==> src/rtl/booth_mul_seq.sv <==
// booth_mul_seq: sequential radix-4 Booth signed multiplier, one Booth group per clock.
// Optional macro BOOTH_EARLY_TERM_EN ends RUN as soon as every remaining group is zero.
module booth_mul_seq #(
  parameter int BITS = 32
) (
  input  logic            clk,
  input  logic            clr,
  input  logic            start,
  input  logic [BITS-1:0] multiplicand,
  input  logic [BITS-1:0] multiplier,
  output logic            busy,
  output logic            done,
  output logic [BITS-1:0] hi,
  output logic [BITS-1:0] lo
);
  localparam int PW    = 2 * BITS;
  localparam int CNT_W = (BITS / 2 > 1) ? $clog2(BITS / 2) : 1;
  localparam logic [CNT_W-1:0] LAST = CNT_W'(BITS / 2 - 1);

  typedef enum logic [1:0] {IDLE, LOAD, RUN, DONE} state_t;
  state_t state;

  logic signed [BITS-1:0] m_reg;
  logic signed [BITS-1:0] q_reg;
  logic signed [PW-1:0]   m_sh;
  logic signed [PW-1:0]   acc;
  logic signed [PW-1:0]   pp;
  logic signed [PW-1:0]   sum;
  logic signed [BITS:0]   q_sh;
  logic [CNT_W-1:0]       cnt;
  logic                   last_grp;

  // m is already weighted by 4^j, so the selected term adds straight into acc.
  function automatic logic signed [PW-1:0] booth_pp(input logic [2:0] grp,
                                                   input logic signed [PW-1:0] m);
    case (grp)
      3'b001, 3'b010: booth_pp = m;
      3'b011:         booth_pp = m <<< 1;
      3'b100:         booth_pp = -(m <<< 1);
      3'b101, 3'b110: booth_pp = -m;
      default:        booth_pp = '0;
    endcase
  endfunction

`ifdef BOOTH_EARLY_TERM_EN
  // Uniform remaining multiplier bits make every later group 000 or 111.
  function automatic logic rest_uniform(input logic [BITS-2:0] rest);
    rest_uniform = (rest == '0) || (rest == '1);
  endfunction
`endif

  always_comb begin
    pp  = booth_pp(q_sh[2:0], m_sh);
    sum = acc + pp;
`ifdef BOOTH_EARLY_TERM_EN
    last_grp = (cnt == LAST) || rest_uniform(q_sh[BITS:2]);
`else
    last_grp = (cnt == LAST);
`endif
  end

  // q_sh holds {Q, q[-1]} shifted right two bits per group; bits [2:0] are the current group.
  always_ff @(posedge clk or posedge clr) begin
    if (clr) begin
      state <= IDLE;
      busy  <= 1'b0;
      done  <= 1'b0;
      hi    <= '0;
      lo    <= '0;
      m_reg <= '0;
      q_reg <= '0;
      m_sh  <= '0;
      q_sh  <= '0;
      acc   <= '0;
      cnt   <= '0;
    end else begin
      case (state)
        IDLE: begin
          if (start) begin
            m_reg <= multiplicand;
            q_reg <= multiplier;
            busy  <= 1'b1;
            state <= LOAD;
          end
        end
        LOAD: begin
          acc   <= '0;
          cnt   <= '0;
          m_sh  <= {{BITS{m_reg[BITS-1]}}, m_reg};
          q_sh  <= {q_reg, 1'b0};
          state <= RUN;
        end
        RUN: begin
          acc  <= sum;
          m_sh <= m_sh <<< 2;
          q_sh <= q_sh >>> 2;
          cnt  <= cnt + 1'b1;
          if (last_grp) begin
            hi    <= sum[PW-1:BITS];
            lo    <= sum[BITS-1:0];
            busy  <= 1'b0;
            done  <= 1'b1;
            state <= DONE;
          end
        end
        DONE: begin
          done  <= 1'b0;
          state <= IDLE;
        end
        default: state <= IDLE;
      endcase
    end
  end
endmodule

==> config.mk <==
export PLATFORM = sky130hd
export DESIGN_NAME = booth_mul_seq
export DESIGN_NICKNAME = d
export VERILOG_FILES = /design/src/rtl/booth_mul_seq.sv
export SDC_FILE = /design/constraint.sdc
export NUM_CORES = 1
export LEC_CHECK = 0
export CAP_MARGIN = 20
export CORE_MARGIN = 4
export CORE_UTILIZATION = 34
export DETAILED_ROUTE_END_ITERATION = 6
export PLACE_DENSITY = 0.48
export SLEW_MARGIN = 20
export SYNTH_ARGS = -nofsm -noshare
export SYNTH_HDL_FRONTEND = slang
export SYNTH_SLANG_ARGS = --single-unit
==> constraint.sdc <==
create_clock -name clk -period 23.3 [get_ports clk]
set_clock_uncertainty 0.15 [all_clocks]
set_input_delay 3.495 -clock clk [delete_from_list [all_inputs] [get_ports clk]]
set_output_delay 3.495 -clock clk [all_outputs]
set_load 0.1 [all_outputs]
==> summary.txt <==
Outcome
  – Status: completed

Synth
  – YS warnings: 0
  – Synth Flop Type: dfrtp_1
  – Number of synthesized flops with an enable pin: 0
  – Synth Instances: approximately 2,200
  – Post-synth ARST share: 100.0%
  – #FFs+latches synth: slightly below 300
  – Sequential area share after synthesis: between 30% and 40%
  – Synthesized area: around 19,000 µm²
  – Syn avg cell area: 8.614 µm²
  – Yosys cell types: slightly above 70
  – Synth Net Count: 2,339

Clocking
  – CTS tree: yes
  – Worst-Skew Late Latency: about 0.57 ns
  – CTS sink count: about 300
  – Post-CTS sizing: 0
  – # Post-CTS Setup Buffers: 0
  – Longest Clk Path Bufs: 3
  – H-Tree Level Count: 2
  – CTS Buf Count: 38
  – Root Buffer: clkbuf_16
  – Hold_buf cts: 0
  – CTS clk-pin slew, worst paths: ~0.06 ns

Routing
  – Iteration-0 DRC Markers: between 1,000 and 1,500
  – DR DRC count: 0
  – WL final: roughly 60,000 µm
  – Pre-Repair DR Iteration Count: 5
  – Drt via density: 5.473
  – Drt wl/cell: approximately 20 µm
  – Number of routed nets with antenna violations: 0
  – Total number of vias: 16,340

GRT
  – Vias in the first global route: around 16,000
  – GRT Resource Usage Total: between 15 and 20%
  – Grt total ovfl: 0
  – Largest net degree at the start of global routing: 150
  – Initial antenna violation count: 1
  – First-pass GRT wire length: between 90,000 and 100,000 µm

Die
  – DIE AREA: around 60,000 µm²
  – Ports: approximately 130
  – Die Width: between 200 and 250 µm
  – Starting Density: 34.36%
  – Core ar.: between 50,000 and 60,000 µm²
  – Cell Rows: 86
  – Die height: 244.2 µm

Cells and area
  – Post-route cell area: about 22,000 µm²
  – Antenna cells: 0
  – Biggest regs: acc x64, m_sh x64, q_sh x33
  – Synthesis-to-finish area growth: 16.08%
  – Commonest non-fill, non-tap cell in the layout: dfrtp_1
  – Layout Nets: about 2,300
  – Commonest cells after routing, fill and taps aside: 296 x dfrtp_1, 230 x nand2_1, 229 x a21oi_1
  – Share of cells above drive strength 1: 7.775%

Critical path
  – CP Capture Type: flop
  – CP arrival: between 7 and 8 ns
  – Required time of the critical path: 23.61 ns
  – Crit path max fanout: 9
  – Setup Crit Path Kind: reg2reg
  – Startpoint Class: flop

Timing
  – Max-slew violations: 0
  – TNS Setup: 0 ns
  – Final Hold Fails: 0
  – Min Clock Period, post-route: 6.775 ns
  – Final period util: ~29%
  – Number of setup violations in the final report: 0
  – RSZ-0062 raised after global routing: no
  – Slew margin rel.: ~30%
  – Worst-Margin Slew: 1.040 ns
  – Max frequency: about 150 MHz

Placement
  – GP Congestion: between 0.9 and 1
  – Placed wire-length estimate: approximately 42,000 µm
  – I/O Buffers: ~130
  – Cell Area, Placed: roughly 21,000 µm²

Power
  – Switching pwr: ~1.8 mW
  – Static Leakage: 9.017 nW
  – Sw frac: between 40% and 50%
  – Combinational share of power: about 58%
  – Clock Power Share: about 17%
  – Peak VDD IR: approximately 0.096 mV
  – Reg power frac: approximately a quarter
  – Internal power: approximately 1.8 mW
  – PwrDens: 164.0 nW/µm²

Job
  – MaxCap Viol Count: 0

Min path
  – Hold WC Path Type: reg2reg
## power groups by stage
stage	Combinational (mW)	Sequential [mW]	Clock (mW)
final	2.08	0.926	0.604
after detailed placement	2.07	0.931	0
after floorplan	1.60	0.779	0
after global routing	2.31	0.955	0.646
after CTS	2.07	0.924	0.627
after global placement	2.06	0.929	0
## cells in the mapped netlist (5+ instances only)
library cell | n | area (µm²)
a211oi_1 | 14 | 105.1
a21boi_0 | 7 | 52.55
a21o_1 | 26 | 195.2
a21oi_1 | 229 | 1146
a221o_1 | 14 | 140.1
a22oi_1 | 33 | 247.7
a31oi_1 | 12 | 75.07
and2_1 | 7 | 43.79
and3_1 | 15 | 93.84
and4_1 | 6 | 52.55
buf_1 | 16 | 60.06
clkbuf_1 | 165 | 619.3
dfrtp_1 | 297 | 7432
ha_1 | 69 | 863.3
inv_1 | 45 | 168.9
mux2_2 | 65 | 732.0
mux2i_1 | 63 | 630.6
nand2_1 | 233 | 874.6
nand2b_1 | 15 | 93.84
nand3_1 | 34 | 170.2
nand4_1 | 20 | 125.1
nor2_1 | 212 | 795.8
nor2b_1 | 7 | 43.79
nor3_1 | 38 | 190.2
nor4_1 | 16 | 100.1
o2111ai_1 | 6 | 52.55
o211ai_1 | 16 | 120.1
o21a_1 | 8 | 60.06
o21ai_0 | 189 | 945.9
o21bai_1 | 14 | 105.1
o221ai_1 | 9 | 78.83
o22ai_1 | 8 | 50.05
o2bb2ai_1 | 54 | 473.0
o31ai_1 | 12 | 90.09
o32ai_1 | 5 | 43.79
or2_2 | 10 | 62.56
or3_1 | 26 | 162.7
or4_1 | 12 | 90.09
xnor2_1 | 57 | 499.2
xor2_1 | 64 | 560.5
## logic make-up (layout without fill, tap and decap cells)
group / Yosys count / after routing / synth area share [%]
and+or+nand+nor: 669 / 669 / 16.12
xor gates and xnor gates: 121 / 121 / 5.587
adders and majority gates: 70 / 70 / 4.657
AOI/OAI and AO/OA: 686 / 686 / 22.59
muxes: 128 / 128 / 7.184
DFF: 297 / 297 / 39.18
buffers and inverters: 231 / 267 / 4.670
## final cells by class
class / instances / area (µm²)
Timing Repair Buffer: 152 / 1484
Clock buffer: 56 / 1069
Tap cell: 748 / 935.9
Sequential cell: 297 / 7433
Fill cell: 5546 / 33180
Clock inverter: 14 / 203.9
Multi-Input combinational cell: 1674 / 10720
Inverter: 45 / 176.4
## stage by stage
stage               worst slack (ns)  std cells  util [%]  hold slack (ns)  total power, mW
floorplan                      11.45       2202         -           0.2944            2.383
global placement               16.64       2916     37.58           0.3126            2.985
detailed placement             16.61       2916     37.58           0.3198            2.998
CTS                            16.61       2986     39.89           0.3323            3.622
global route                   16.03       2986     39.89           0.3523            3.909
finish                         16.52       2986     39.89           0.3274            3.610
## worst max-delay path, stage by stage (launching register included)
cell,delay (ns)
dfrtp_1,0.48
or4_4,0.57
or4_1,0.61
or3_1,0.53
or2_2,0.33
nand2_1,0.09
xnor2_1,0.15
a22oi_1,0.10
o22ai_1,0.48
ha_1,0.35
and4_1,0.33
and4_1,0.27
nand2_1,0.08
nor3_1,0.50
o2111ai_1,0.30
a2111o_1,0.55
and3b_1,0.34
o211a_1,0.27
o32ai_1,0.21
## per-layer routing
| layer | part of all wire [%] | global-route usage, % | vias to the layer above |
|---|---|---|---|
| met5 | 0 | 0 | - |
| met4 | 1.9 | 4.776 | 0 |
| met3 | 4.3 | 2.697 | 63 |
| met2 | 45 | 30.19 | 391 |
| met1 | 49 | 28.48 | 7950 |
| li1 | - | - | 7939 |
## worst paths after layout
path	depth (start not counted)	slack [ns]	to	from
max in group asynchronous	3	18.38	q_reg[13]	clr
hold reg to reg	2	0.33	lo[0]	lo[0]
min in group asynchronous	2	3.32	lo[13]	clr
setup reg to reg	18	16.52	acc[58]	m_sh[5]
setup / recovery	18	16.52	acc[58]	m_sh[5]
hold / removal	2	0.33	lo[0]	lo[0]
(Power assumes the default switching activity.)
